[src/rtl/lsu_ctrl_if.sv]
// Load/store unit bundle: pipeline request, memory port and response channel.
// Latency: none (wiring only).
// Backpressure: req_valid/req_ready on the request side, resp_valid/resp_ready on the response side.
//
// Modports: slave = the LSU itself, master = the pipeline/memory environment around it.
interface lsu_ctrl_if #(
    parameter int DATA_WIDTH = 32,
    parameter int ADDR_WIDTH = 32
);
    localparam int NB = DATA_WIDTH / 8;

    logic                  req_valid;
    logic                  req_ready;
    logic                  req_we;
    logic [1:0]            req_size;
    logic                  req_signed;
    logic [ADDR_WIDTH-1:0] req_addr;
    logic [DATA_WIDTH-1:0] req_wdata;
    logic [DATA_WIDTH-1:0] fw_data;
    logic                  fw_sel;

    logic                  mem_req;
    logic                  mem_we;
    logic [ADDR_WIDTH-1:0] mem_addr;
    logic [DATA_WIDTH-1:0] mem_wdata;
    logic [NB-1:0]         mem_byte_slct;
    logic [DATA_WIDTH-1:0] mem_rdata;
    logic                  mem_ack;

    logic                  resp_valid;
    logic                  resp_ready;
    logic [DATA_WIDTH-1:0] resp_data;
    logic                  resp_err;
    logic [1:0]            resp_err_code;

    modport slave (
        input  req_valid, req_we, req_size, req_signed, req_addr, req_wdata, fw_data, fw_sel,
        output req_ready,
        output mem_req, mem_we, mem_addr, mem_wdata, mem_byte_slct,
        input  mem_rdata, mem_ack,
        output resp_valid, resp_data, resp_err, resp_err_code,
        input  resp_ready
    );

    modport master (
        output req_valid, req_we, req_size, req_signed, req_addr, req_wdata, fw_data, fw_sel,
        input  req_ready,
        input  mem_req, mem_we, mem_addr, mem_wdata, mem_byte_slct,
        output mem_rdata, mem_ack,
        input  resp_valid, resp_data, resp_err, resp_err_code,
        output resp_ready
    );
endinterface

[src/rtl/lsu_ctrl.sv]
// Single-outstanding load/store controller with big-endian lane steering, alignment and timeout checks.
// Latency: accept N -> mem_req N+1 -> resp_valid N+2 at best; alignment/size errors respond at N+1.
// Backpressure: req_ready only in IDLE; the response is held stable until resp_valid&resp_ready.
//
// Ports: clk, rst (sync, active-low), bus (lsu_ctrl_if.slave: request, memory, response), busy.
module lsu_ctrl #(
    parameter int DATA_WIDTH = 32,
    parameter int ADDR_WIDTH = 32,
    parameter int TIMEOUT    = 16
) (
    input  logic        clk,
    input  logic        rst,
    lsu_ctrl_if.slave   bus,
    output logic        busy
);
    localparam int NB  = DATA_WIDTH / 8;
    localparam int OFS = $clog2(NB);

    typedef enum logic [1:0] {IDLE, ACCESS, RESP} state_t;

    state_t                state_q, state_d;
    logic                  we_q, we_d;
    logic [1:0]            size_q, size_d;
    logic                  signed_q, signed_d;
    logic [ADDR_WIDTH-1:0] addr_q, addr_d;
    logic [DATA_WIDTH-1:0] wdata_q, wdata_d;
    logic [7:0]            wait_q, wait_d;
    logic [DATA_WIDTH-1:0] rdata_q, rdata_d;
    logic [1:0]            code_q, code_d;

    // Access size in bytes: 1, 2, 4, 8.
    function automatic logic [3:0] size_bytes(input logic [1:0] s);
        return 4'd1 << s;
    endfunction

    // Repeat the low access-size bytes of src across every lane.
    function automatic logic [DATA_WIDTH-1:0] replicate(input logic [DATA_WIDTH-1:0] src,
                                                        input logic [1:0] s);
        logic [DATA_WIDTH-1:0] r;
        int                    u;
        r = '0;
        for (int i = 0; i < NB; i++) begin
            u = i & ((1 << s) - 1);
            r[8*i +: 8] = src[8*u +: 8];
        end
        return r;
    endfunction

    logic [3:0]            sb_in;
    logic                  illegal_in, misalign_in;
    logic [OFS-1:0]        k;
    logic [7:0]            load_shl, load_shr;
    logic [DATA_WIDTH-1:0] shifted, load_val;
    logic [NB-1:0]         slct_full;

    always_comb begin
        sb_in       = size_bytes(bus.req_size);
        illegal_in  = (bus.req_size == 2'b11) && (DATA_WIDTH == 32);
        misalign_in = (bus.req_addr[2:0] & 3'(sb_in - 4'd1)) != 3'd0;

        // Lane k sits at the MSB end; move it to the top, then shift the
        // access down so it ends up right-justified.
        k        = addr_q[OFS-1:0];
        load_shl = 8'({k, 3'b000});
        load_shr = 8'(DATA_WIDTH) - (8'(size_bytes(size_q)) << 3);
        shifted  = bus.mem_rdata << load_shl;
        if (signed_q) load_val = $signed(shifted) >>> load_shr;
        else          load_val = shifted >> load_shr;

        slct_full = ~({NB{1'b1}} >> size_bytes(size_q));
    end

    always_comb begin
        state_d  = state_q;
        we_d     = we_q;
        size_d   = size_q;
        signed_d = signed_q;
        addr_d   = addr_q;
        wdata_d  = wdata_q;
        wait_d   = wait_q;
        rdata_d  = rdata_q;
        code_d   = code_q;
        case (state_q)
            IDLE: begin
                if (bus.req_valid) begin
                    we_d     = bus.req_we;
                    size_d   = bus.req_size;
                    signed_d = bus.req_signed;
                    addr_d   = bus.req_addr;
                    wdata_d  = replicate(bus.fw_sel ? bus.fw_data : bus.req_wdata, bus.req_size);
                    rdata_d  = '0;
                    wait_d   = 8'd0;
                    if (illegal_in) begin
                        code_d  = 2'b11;
                        state_d = RESP;
                    end else if (misalign_in) begin
                        code_d  = 2'b01;
                        state_d = RESP;
                    end else begin
                        code_d  = 2'b00;
                        state_d = ACCESS;
                    end
                end
            end
            ACCESS: begin
                // Ack is checked first so it wins over a coincident timeout.
                if (bus.mem_ack) begin
                    rdata_d = we_q ? '0 : load_val;
                    code_d  = 2'b00;
                    state_d = RESP;
                end else if (wait_q == 8'(TIMEOUT - 1)) begin
                    rdata_d = '0;
                    code_d  = 2'b10;
                    state_d = RESP;
                end else begin
                    wait_d = wait_q + 8'd1;
                end
            end
            RESP: begin
                if (bus.resp_ready) state_d = IDLE;
            end
            default: state_d = IDLE;
        endcase
    end

    always_ff @(posedge clk) begin
        if (!rst) begin
            state_q  <= IDLE;
            we_q     <= 1'b0;
            size_q   <= 2'b00;
            signed_q <= 1'b0;
            addr_q   <= '0;
            wdata_q  <= '0;
            wait_q   <= 8'd0;
            rdata_q  <= '0;
            code_q   <= 2'b00;
        end else begin
            state_q  <= state_d;
            we_q     <= we_d;
            size_q   <= size_d;
            signed_q <= signed_d;
            addr_q   <= addr_d;
            wdata_q  <= wdata_d;
            wait_q   <= wait_d;
            rdata_q  <= rdata_d;
            code_q   <= code_d;
        end
    end

    assign bus.req_ready     = (state_q == IDLE);
    assign bus.mem_req       = (state_q == ACCESS);
    assign bus.mem_we        = bus.mem_req & we_q;
    assign bus.mem_addr      = {addr_q[ADDR_WIDTH-1:OFS], {OFS{1'b0}}};
    assign bus.mem_wdata     = wdata_q;
    // Strobes only while requesting; the latched size alone would light lanes at reset.
    assign bus.mem_byte_slct = bus.mem_req ? (slct_full >> k) : '0;
    assign bus.resp_valid    = (state_q == RESP);
    assign bus.resp_data     = rdata_q;
    assign bus.resp_err      = (code_q != 2'b00);
    assign bus.resp_err_code = code_q;
    assign busy              = (state_q != IDLE);
endmodule

[src/flat_wrapper.sv]
// flat-port wrapper written by rule: the top's interface ports become plain ports
module lsu_ctrl_flat 
#(
    parameter int DATA_WIDTH = 32,
    parameter int ADDR_WIDTH = 32,
    parameter int TIMEOUT    = 16
)
  (clk, rst, busy, bus_req_valid, bus_req_we, bus_req_size, bus_req_signed, bus_req_addr, bus_req_wdata, bus_fw_data, bus_fw_sel, bus_req_ready, bus_mem_req, bus_mem_we, bus_mem_addr, bus_mem_wdata, bus_mem_byte_slct, bus_mem_rdata, bus_mem_ack, bus_resp_valid, bus_resp_data, bus_resp_err, bus_resp_err_code, bus_resp_ready);
  lsu_ctrl_if #(.DATA_WIDTH(DATA_WIDTH), .ADDR_WIDTH(ADDR_WIDTH)) bus_i ();
  input  logic clk;
  input  logic rst;
  output logic busy;
  input wire logic [$bits(bus_i.req_valid)-1:0] bus_req_valid;
  input wire logic [$bits(bus_i.req_we)-1:0] bus_req_we;
  input wire logic [$bits(bus_i.req_size)-1:0] bus_req_size;
  input wire logic [$bits(bus_i.req_signed)-1:0] bus_req_signed;
  input wire logic [$bits(bus_i.req_addr)-1:0] bus_req_addr;
  input wire logic [$bits(bus_i.req_wdata)-1:0] bus_req_wdata;
  input wire logic [$bits(bus_i.fw_data)-1:0] bus_fw_data;
  input wire logic [$bits(bus_i.fw_sel)-1:0] bus_fw_sel;
  output wire logic [$bits(bus_i.req_ready)-1:0] bus_req_ready;
  output wire logic [$bits(bus_i.mem_req)-1:0] bus_mem_req;
  output wire logic [$bits(bus_i.mem_we)-1:0] bus_mem_we;
  output wire logic [$bits(bus_i.mem_addr)-1:0] bus_mem_addr;
  output wire logic [$bits(bus_i.mem_wdata)-1:0] bus_mem_wdata;
  output wire logic [$bits(bus_i.mem_byte_slct)-1:0] bus_mem_byte_slct;
  input wire logic [$bits(bus_i.mem_rdata)-1:0] bus_mem_rdata;
  input wire logic [$bits(bus_i.mem_ack)-1:0] bus_mem_ack;
  output wire logic [$bits(bus_i.resp_valid)-1:0] bus_resp_valid;
  output wire logic [$bits(bus_i.resp_data)-1:0] bus_resp_data;
  output wire logic [$bits(bus_i.resp_err)-1:0] bus_resp_err;
  output wire logic [$bits(bus_i.resp_err_code)-1:0] bus_resp_err_code;
  input wire logic [$bits(bus_i.resp_ready)-1:0] bus_resp_ready;
  assign bus_i.req_valid = bus_req_valid;
  assign bus_i.req_we = bus_req_we;
  assign bus_i.req_size = bus_req_size;
  assign bus_i.req_signed = bus_req_signed;
  assign bus_i.req_addr = bus_req_addr;
  assign bus_i.req_wdata = bus_req_wdata;
  assign bus_i.fw_data = bus_fw_data;
  assign bus_i.fw_sel = bus_fw_sel;
  assign bus_req_ready = bus_i.req_ready;
  assign bus_mem_req = bus_i.mem_req;
  assign bus_mem_we = bus_i.mem_we;
  assign bus_mem_addr = bus_i.mem_addr;
  assign bus_mem_wdata = bus_i.mem_wdata;
  assign bus_mem_byte_slct = bus_i.mem_byte_slct;
  assign bus_i.mem_rdata = bus_mem_rdata;
  assign bus_i.mem_ack = bus_mem_ack;
  assign bus_resp_valid = bus_i.resp_valid;
  assign bus_resp_data = bus_i.resp_data;
  assign bus_resp_err = bus_i.resp_err;
  assign bus_resp_err_code = bus_i.resp_err_code;
  assign bus_i.resp_ready = bus_resp_ready;
  lsu_ctrl #(.DATA_WIDTH(DATA_WIDTH), .ADDR_WIDTH(ADDR_WIDTH), .TIMEOUT(TIMEOUT)) u_core (.clk(clk), .rst(rst), .bus(bus_i), .busy(busy));
endmodule
[config.mk]
export PLATFORM = sky130hd
export DESIGN_NAME = lsu_ctrl_flat
export DESIGN_NICKNAME = d
export VERILOG_FILES = /design/src/rtl/lsu_ctrl_if.sv /design/src/rtl/lsu_ctrl.sv /design/src/flat_wrapper.sv
export SDC_FILE = /design/constraint.sdc
export NUM_CORES = 1
export LEC_CHECK = 0
export CORE_MARGIN = 2
export CORE_UTILIZATION = 30
export DETAILED_ROUTE_END_ITERATION = 7
export GPL_TIMING_DRIVEN = 0
export PLACE_DENSITY = 0.74
export SYNTH_ARGS = -nofsm -noshare
export SYNTH_HDL_FRONTEND = slang
export SYNTH_SLANG_ARGS = --single-unit
[constraint.sdc]
create_clock -name clk -period 2.1 [get_ports clk]
set_input_delay 0.42 -clock clk [delete_from_list [all_inputs] [get_ports clk]]
set_output_delay 0.42 -clock clk [all_outputs]
set_load 0.01 [all_outputs]
; After elaboration in Yosys (flattened, before gate mapping)
; Index checks and enable logic that the tools add are counted.
[totals]
regBits = 112
in_bits = 138
output_inout_bits = 108
wordCells = 69
[op_classes]
n_addsub = 4
eq_ne = 9
shifts = 11
muxes = 24
bitwise = 3
reduce_logical = 9
[ops]
columns = operator, n
row1 = two-way mux 32 bit, 6
row2 = case mux 32 bit (2 select lines), 1
row3 = variable part select 32 x 6 -> 8 bit, 2
row4 = variable part select 32 x 5 -> 8 bit, 1
row5 = << shifter 32 x 5 -> 32 bit, 1
row6 = >> shifter 32 x 8 -> 32 bit, 1
row7 = >>> shifter 32 x 8 -> 32 bit, 1
row8 = two-way mux 8 bit, 3
row9 = two-way mux 2 bit, 9
row10 = case mux 8 bit (2 select lines), 1
row11 = "adder 8 x 1 -> 8 bit, second input constant", 1
row12 = "equality test 8 x 4 -> 1 bit, second input constant", 1
row13 = "subtractor 6 x 7 -> 8 bit, first input constant", 1
row14 = "!= test 2 bit, second input constant", 3
row15 = case mux 2 bit (3 select lines), 1
row16 = AND reduction 3 bit, 2
row17 = nonzero test 2 bit, 3
row18 = "equality test 2 bit, second input constant", 2
row19 = two-way mux 4 bit, 1
row20 = NOT 4 bit, 1
row21 = case mux 2 bit (2 select lines), 1
row22 = AND reduction 4 bit, 1
row23 = "<< shifter 1 x 2 -> 4 bit, first input constant", 1
row24 = >> shifter 4 x 2 -> 4 bit, 1
row25 = 14 further kinds, 14

; Depth between registers and ports, before layout
; Gate-level depths: netlist (run 1).
[logic_depth]
depth_word = 8
depth_mapped = 8
mapped_depth_nobuf = 6

; Worst setup path after synthesis (run 1)
; Ideal clock, no wire load.
[synth_timing]
path_kind = reg-to-output
start = reg u_core.addr_q[1]
end = out bus_mem_byte_slct[1]
arrival_time_ns = 1.799
required_time_ns = 1.680
path_slack_ns = -0.119
path_stages_with_launch = 7
path_buffers = 4
path_cell_list = dfxtp_1 buf_2 buf_1 clkbuf_1 clkbuf_1 nor2_1 a221oi_1
[synth_via]
elab_chain_len = 2
[synth_lines]
columns = item, line_no
row1 = from (decl), lsu_ctrl.sv:25  ; logic [ADDR_WIDTH-1:0] addr_q, addr_d;
row2 = from (signal assigned), lsu_ctrl.sv:142  ; addr_q <= addr_d;
row3 = >> shifter 4 x 2 -> 4 bit, lsu_ctrl.sv:156  ; assign bus.mem_byte_slct = bus.mem_req ? (slct_full >> k) : '0;
row4 = two-way mux 4 bit, lsu_ctrl.sv:156
row5 = to (decl), flat_wrapper.sv:26  ; output wire logic [$bits(bus_i.mem_byte_slct)-1:0] bus_mem_byte_slct;
; Every way passes these cells.

; Final worst setup path (run 1)
[layout_timing]
start = reg u_core.addr_q[1]
end = out bus_mem_byte_slct[2]
; Same word-level chain as after synthesis.

==> impl_metrics.ini, run 1 <==
[layout]
finalNetCount = 1119
drive_above_1_share_pct = 13.5
multi_input_logic_area_um2 = 3120
layout.area.seq_um2 = 2250
area_delta_synth_final_pct = 55.7
final.fill_count = 1896
antenna_cells_inserted = 0

[setup_path]
worstSetupPathType = register to output pin
startpoint_type = register
critical_path.reg2reg.endpoint = u_core.bus.resp_data[6]
timing.critical_path.arrival_ps = 1620
crit_family = buffers and inverters
worstPathBufferInverterCount = 4
crit_path_cell_trace = buf_6 > buf_12 > clkbuf_16 > a211oi_2 > dlygate4sd2_1
critical_path_cell_count = 5
critical_path_maximum_fanout = 11
critical_path_required_ps = 1680
rr_worst_depth = 8
r2r_start = u_core.state_q[1]
register_to_register_setup_slack_ps = 60
max_stage_delay_ps = 320
crit_path_top_delay_cell = dfxtp_2
timing.critical_path.to_type = output pin

[power_and_ir_drop]
fin_total_pwr_w = 0.00579
power_per_unit_of_standard_cell_area_nw_per_um2 = 638
irDropWorstVdd_mv = 0.463
p_leak_nw = 3.56

[place]
port_buffers = 241
place_worst_setup_slack_ps = -1050
gp_congestion = 0.936
place_hpwl_um = 16700

[drt]
remaining_drc_errors = 0
routed_wire_length_per_instance_um = 17.3
drtIter0Drc = 388
wl_final_um = 21700
drt.antenna.violating_nets = 0
drt_first_pass_iters = 5
routed-via-count = 6348
vias_per_cell = 5.08

[sta]
period_share_pct = 97.3
setup_slack_ps = 57.7
setup_violations = 0
worstMarginPinSlew_ps = 703
worst_hold_slack_ps = 454
timing.final.hold_violations = 0
unrepaired_setup_endpoints_after_global_routing = yes
fin_tns_setup_ps = 0
maxSlewViolCount = 0
timing.slew.headroom_pct = 52.7
period_minus_slack_ps = 2040
skew_ps = 17.5
fmax_ghz = 0.490

[global_route]
grt_pass1_vias = 5919
grt_pass1_wl_um = 32700
maximum_number_of_pins_on_one_net_before_global_route_repair = 22
grt_use_total_pct = 20.6
number_of_antenna_violations_at_the_first_check_in_global_routing = 0
gr-total-overflow = 0

[logic_synthesis]
yosysUniqueCellTypes = 54
synth_compound_area_share_pct = 22.7
syn-cell-area_um2 = 5840
yosys-mux-area-fraction_pct = 11.0
synth_top_family_by_area = compound AO/OA/AOI/OAI gates
simple_gate_share_of_the_synthesized_area_pct = 17.9
synth-adder-area-share_pct = 0.214
synth.yosys.warnings = 0
most_used_dff_post_synth = dfxtp_1
asyncSetResetFlopFracSynth_pct = 0
synth-edff-count = 0
syn-mean-instance-area_um2 = 8.13
yosysSeqAreaShare_pct = 38.4
postSynthRegisterBits = 112
share_of_the_synthesized_netlist_area_taken_by_xor_and_xnor_gates_pct = 0.750
synthesis.instances = 718

[cts]
worstSkewPairLatency_ps = 370
max-clock-path-buffers = 2
clock_tree.htree_level_count = 3
clock-root-buffer = clkbuf_16
clk_transition_reported_paths_ps = 80
tritoncts.num_buffers = 9
numClockSinks = 112
clock_tree_from_tritoncts = yes
post_cts_hold_buffer_count = 0

[floorplan]
floorplan.core_area_um2 = 19300
dieArea_um2 = 20600
die_height_um = 143
top_level_ports = 246
start_util_pct = 30.3
die_width_um = 143
row_count = 51

[min_path]
hold_path_end = u_core.bus.mem_wdata[11]
hp-start = u_core.bus.mem_wdata[11]
min_path_type = register to register
min_delay_path_depth = 1

[run_status]
run_status = finished clean

[job]
timing.max_cap.violations = 0
kinds of logic (layout without fill, tap and decap cells):
kind of cell,after synthesis,count (layout)
and+or+nand+nor,240,240
AOI/OAI and AO/OA,203,203
DFF,112,112
buffers and inverters,94,360
muxes,62,62
xor gates and xnor gates,5,5
adders and majority gates,1,1
other,1,2
worst max-delay path by stage:
stage                            startpoint                  endpoint  slack, ps
after floorplan            u_core.addr_q[1]      bus_mem_byte_slct[1]         40
after global placement     u_core.addr_q[1]      bus_mem_byte_slct[1]      -1080
after detailed placement   u_core.addr_q[1]      bus_mem_byte_slct[1]      -1050
after CTS                  u_core.addr_q[0]      bus_mem_byte_slct[0]          7
after global routing      u_core.state_q[1]  u_core.bus.mem_wdata[27]        -90
final                      u_core.addr_q[1]      bus_mem_byte_slct[2]         60
synthesized netlist by cell type, types with 6 or more instances:
master / n / area share, %
a211oi_1: 11 / 1.4
a21o_1: 9 / 1.2
a21oi_1: 72 / 6.2
a22o_1: 21 / 3.2
a22oi_1: 6 / 0.77
a32o_1: 8 / 1.4
and3_1: 6 / 0.64
buf_2: 14 / 1.2
buf_4: 32 / 4.1
clkbuf_1: 35 / 2.3
dfxtp_1: 112 / 38
inv_1: 6 / 0.39
mux2_2: 15 / 2.9
mux2i_1: 47 / 8.1
nand2_1: 131 / 8.4
nand2b_1: 8 / 0.86
nand3_1: 12 / 1.0
nor2_1: 46 / 3.0
nor3_1: 17 / 1.5
o211ai_1: 10 / 1.3
o21ai_0: 39 / 3.3
cells in the final DEF (no fill, tap or decap), types with 3 or more instances in the layout:
cell and count:
dlygate4sd2_1 6, a22o_1 21, o221ai_1 5, mux2i_1 47
buf_6 5, o21ai_0 39, and2_1 3, o211ai_1 10
or2_2 4, a22oi_1 6, a32o_1 8, buf_2 13
nor2_1 45, clkdlybuf4s50_1 231, dfxtp_1 108, and3_1 6
inv_1 5, a21oi_1 72, dfxtp_2 3, o221a_2 5
nand2_1 131, a21o_1 9, clkbuf_1 21, mux2_2 15
nand3_1 12, clkbuf_2 7, buf_4 47, xnor2_1 4
a211oi_1 10, nor3_1 16, clkbuf_16 10, a31oi_1 4
nand2b_1 8
power breakdown:
part / switching (W) / total [W] / internal (W) / leakage, nW
sequential: 0.0000904 / 0.00236 / 0.00227 / 0.917
combinational: 0.000810 / 0.00168 / 0.000875 / 2.50
clock: 0.000908 / 0.00175 / 0.000843 / 0.143
stage by stage:
stage	std cells	utilization, %	instance area [um2]
2_1_floorplan	719	-	5840
3_3_place_gp	1225	44.5	8580
3_5_place_dp	1225	44.5	8580
4_1_cts	1241	46.7	8990
5_1_grt	1250	47.1	9090
6_report	1250	47.1	9090
area by class of cell:
| class | count | area share (%) |
|---|---|---|
| buffer | 85 | 6.27 |
| clock buffer | 9 | 2.48 |
| clock inverter | 7 | 0.799 |
| inverter | 6 | 0.289 |
| multi-input combinational | 513 | 34.4 |
| sequential | 112 | 24.8 |
| tap | 265 | 3.65 |
| timing repair buffer | 253 | 27.4 |
what timing repair did:
item                       in CTS  in global routing
pin swaps                       1                  1
setup buffers                   3                  9
resized for setup              47                 20
setup endpoints to repair      35                 79
routing by layer:
| metal | up-vias | global-route usage (%) | share of wire (%) |
|---|---|---|---|
| met2 | 329 | 34.8 | 48 |
| met4 | 0 | 6.60 | 2.1 |
| met5 | - | 0 | 0 |
| met1 | 2940 | 24.8 | 40 |
| met3 | 40 | 6.63 | 10 |
| li1 | 3039 | - | - |
state kept, by name (all words and copies together) (netlist names):
name	count
u_core.addr_q	32
u_core.state_q	2
u_core.we_q	1
u_core.size_q	2
u_core.bus.mem_wdata	32
u_core.signed_q	1
u_core.wait_q	8
u_core.bus.resp_data	32
u_core.bus.resp_err_code	2
Note: power is estimated with default switching activity, not from simulation.
==> inputs of run 2 (changes only) <==
--- a/config.mk
+++ b/config.mk
@@ -6,10 +6,10 @@
 export NUM_CORES = 1
 export LEC_CHECK = 0
 export CORE_MARGIN = 2
-export CORE_UTILIZATION = 30
+export CORE_UTILIZATION = 39
 export DETAILED_ROUTE_END_ITERATION = 7
 export GPL_TIMING_DRIVEN = 0
-export PLACE_DENSITY = 0.74
+export PLACE_DENSITY = 0.87
 export SYNTH_ARGS = -nofsm -noshare
 export SYNTH_HDL_FRONTEND = slang
 export SYNTH_SLANG_ARGS = --single-unit
==> impl_metrics.ini, run 2 (synthesis gave the netlist of run 1 again) <==
[power_and_ir_drop]
power_per_unit_of_standard_cell_area_nw_per_um2 = 639
p_leak_nw = 3.49
irDropWorstVdd_mv = 0.497

[sta]
fmax_ghz = 0.485
period_minus_slack_ps = 2060
period_share_pct = 98.3
maxSlewViolCount = 0
setup_slack_ps = 36.5
skew_ps = 5.55
timing.slew.headroom_pct = 51.6
unrepaired_setup_endpoints_after_global_routing = yes
timing.final.hold_violations = 0
worstMarginPinSlew_ps = 719
setup_violations = 0

[cts]
post_cts_hold_buffer_count = 0
clock_tree_from_tritoncts = yes
worstSkewPairLatency_ps = 360
clk_transition_reported_paths_ps = 80
clock_tree.htree_level_count = 3
clock-root-buffer = clkbuf_16
max-clock-path-buffers = 2
tritoncts.num_buffers = 9
numClockSinks = 112

[floorplan]
top_level_ports = 246
floorplan.core_area_um2 = 14600
dieArea_um2 = 16000
start_util_pct = 40.0
die_height_um = 126
row_count = 44
die_width_um = 126

[drt]
drt_first_pass_iters = 5
wl_final_um = 21500
remaining_drc_errors = 0
routed_wire_length_per_instance_um = 18.5
vias_per_cell = 5.52
routed-via-count = 6409
drt.antenna.violating_nets = 0
drtIter0Drc = 372

[global_route]
number_of_antenna_violations_at_the_first_check_in_global_routing = 0
maximum_number_of_pins_on_one_net_before_global_route_repair = 20
grt_pass1_vias = 6156
grt_use_total_pct = 26.5
grt_pass1_wl_um = 33300
gr-total-overflow = 0

[min_path]
min_path_type = register to register

[layout]
final.fill_count = 1247
most_frequent_standard_cell_in_the_layout_excluding_fill_and_tap_cells = clkdlybuf4s50_1
finalNetCount = 1111
antenna_cells_inserted = 0
final_area_um2 = 8940
layout_common_cells = 234 x clkdlybuf4s50_1, 131 x nand2_1, 109 x dfxtp_1
area_delta_synth_final_pct = 53.2
drive_above_1_share_pct = 13.5
multi_input_logic_area_um2 = 3150
layout.area.seq_um2 = 2250

[place]
port_buffers = 241
place_worst_setup_slack_ps = -961
place_hpwl_um = 16400
area_post_placement_um2 = 8480
gp_congestion = 0.992

[setup_path]
critical_path_maximum_fanout = 6
startpoint_type = register
critical_path_required_ps = 1680
timing.critical_path.arrival_ps = 1640
register_to_register_setup_slack_ps = 40
worstSetupPathType = register to output pin
timing.critical_path.to_type = output pin

[run_status]
run_status = finished clean

[job]
timing.max_cap.violations = 0
[run 2: cell count changes in the layout (fill, tap and decap cells not counted), moves of 2 or more]
cell,before,now
clkdlybuf4s50_1,231,234
inv_8,2,0
buf_4,47,40
a211oi_1,10,5
dlygate4sd2_1,6,3
clkbuf_4,1,3
a211oi_2,1,6
[run 2: worst max-delay path, cell delays in order, from the launching register on]
cell	delay (ps)
dfxtp_2	370
nand2b_4	170
clkinvlp_4	120
and2_1	170
clkdlybuf4s50_1	470
[run 2: path summary, 6_finish.rpt]
kind	endpoint	cells past startpoint	start
worst max-delay path	bus_mem_we	4	u_core.state_q[1]
worst min-delay path	u_core.bus.mem_wdata[9]	1	u_core.bus.mem_wdata[9]
worst max register to register	u_core.bus.resp_data[6]	8	u_core.state_q[1]
worst min register to register	u_core.bus.mem_wdata[9]	1	u_core.bus.mem_wdata[9]
[run 2: repair_timing]
action	CTS	global route
resized for setup	46	27
endpoints found under the setup margin	36	84
buffers inserted	4	2
pin swaps	1	0
[run 2: power breakdown]
part | leakage [nW] | switching (W) | internal (W)
logic | 2.45 | 0.000819 | 0.000867
registers | 0.917 | 0.0000939 | 0.00227
clock network | 0.132 | 0.000846 | 0.000817
total | 3.49 | 0.00176 | 0.00395
[run 2: per-layer routing]
metal  track usage [%]  wire length, um  part of all wire (%)
met5                 0                0                     0
met4              11.2              845                   3.9
met3              8.69             2070                   9.6
met2              44.8            10400                    48
met1              30.9             8190                    38
[run 2: cell type report]
| type | count | area share [%] |
|---|---|---|
| multi-input combinational | 513 | 35.2 |
| timing repair buffer | 247 | 27.4 |
| sequential | 112 | 25.2 |
| inverter | 6 | 0.294 |
| clock buffer | 9 | 2.52 |
| clock inverter | 7 | 0.616 |
| buffer | 83 | 6.26 |
| tap | 184 | 2.58 |
[run 2: stage by stage]
stage / instances / hold WS, ps / TNS, ps / total power (W) / util [%]
final: 1161 / 458 / 0 / 0.00571 / 61.3
after global routing: 1161 / 471 / -162 / 0.00596 / 61.3
after CTS: 1160 / 458 / 0 / 0.00571 / 60.9
after detailed placement: 1144 / 444 / -31060 / 0.00402 / 58.1
after global placement: 1144 / 434 / -28920 / 0.00400 / 58.1
after floorplan: 719 / 437 / 0 / 0.00320 / -
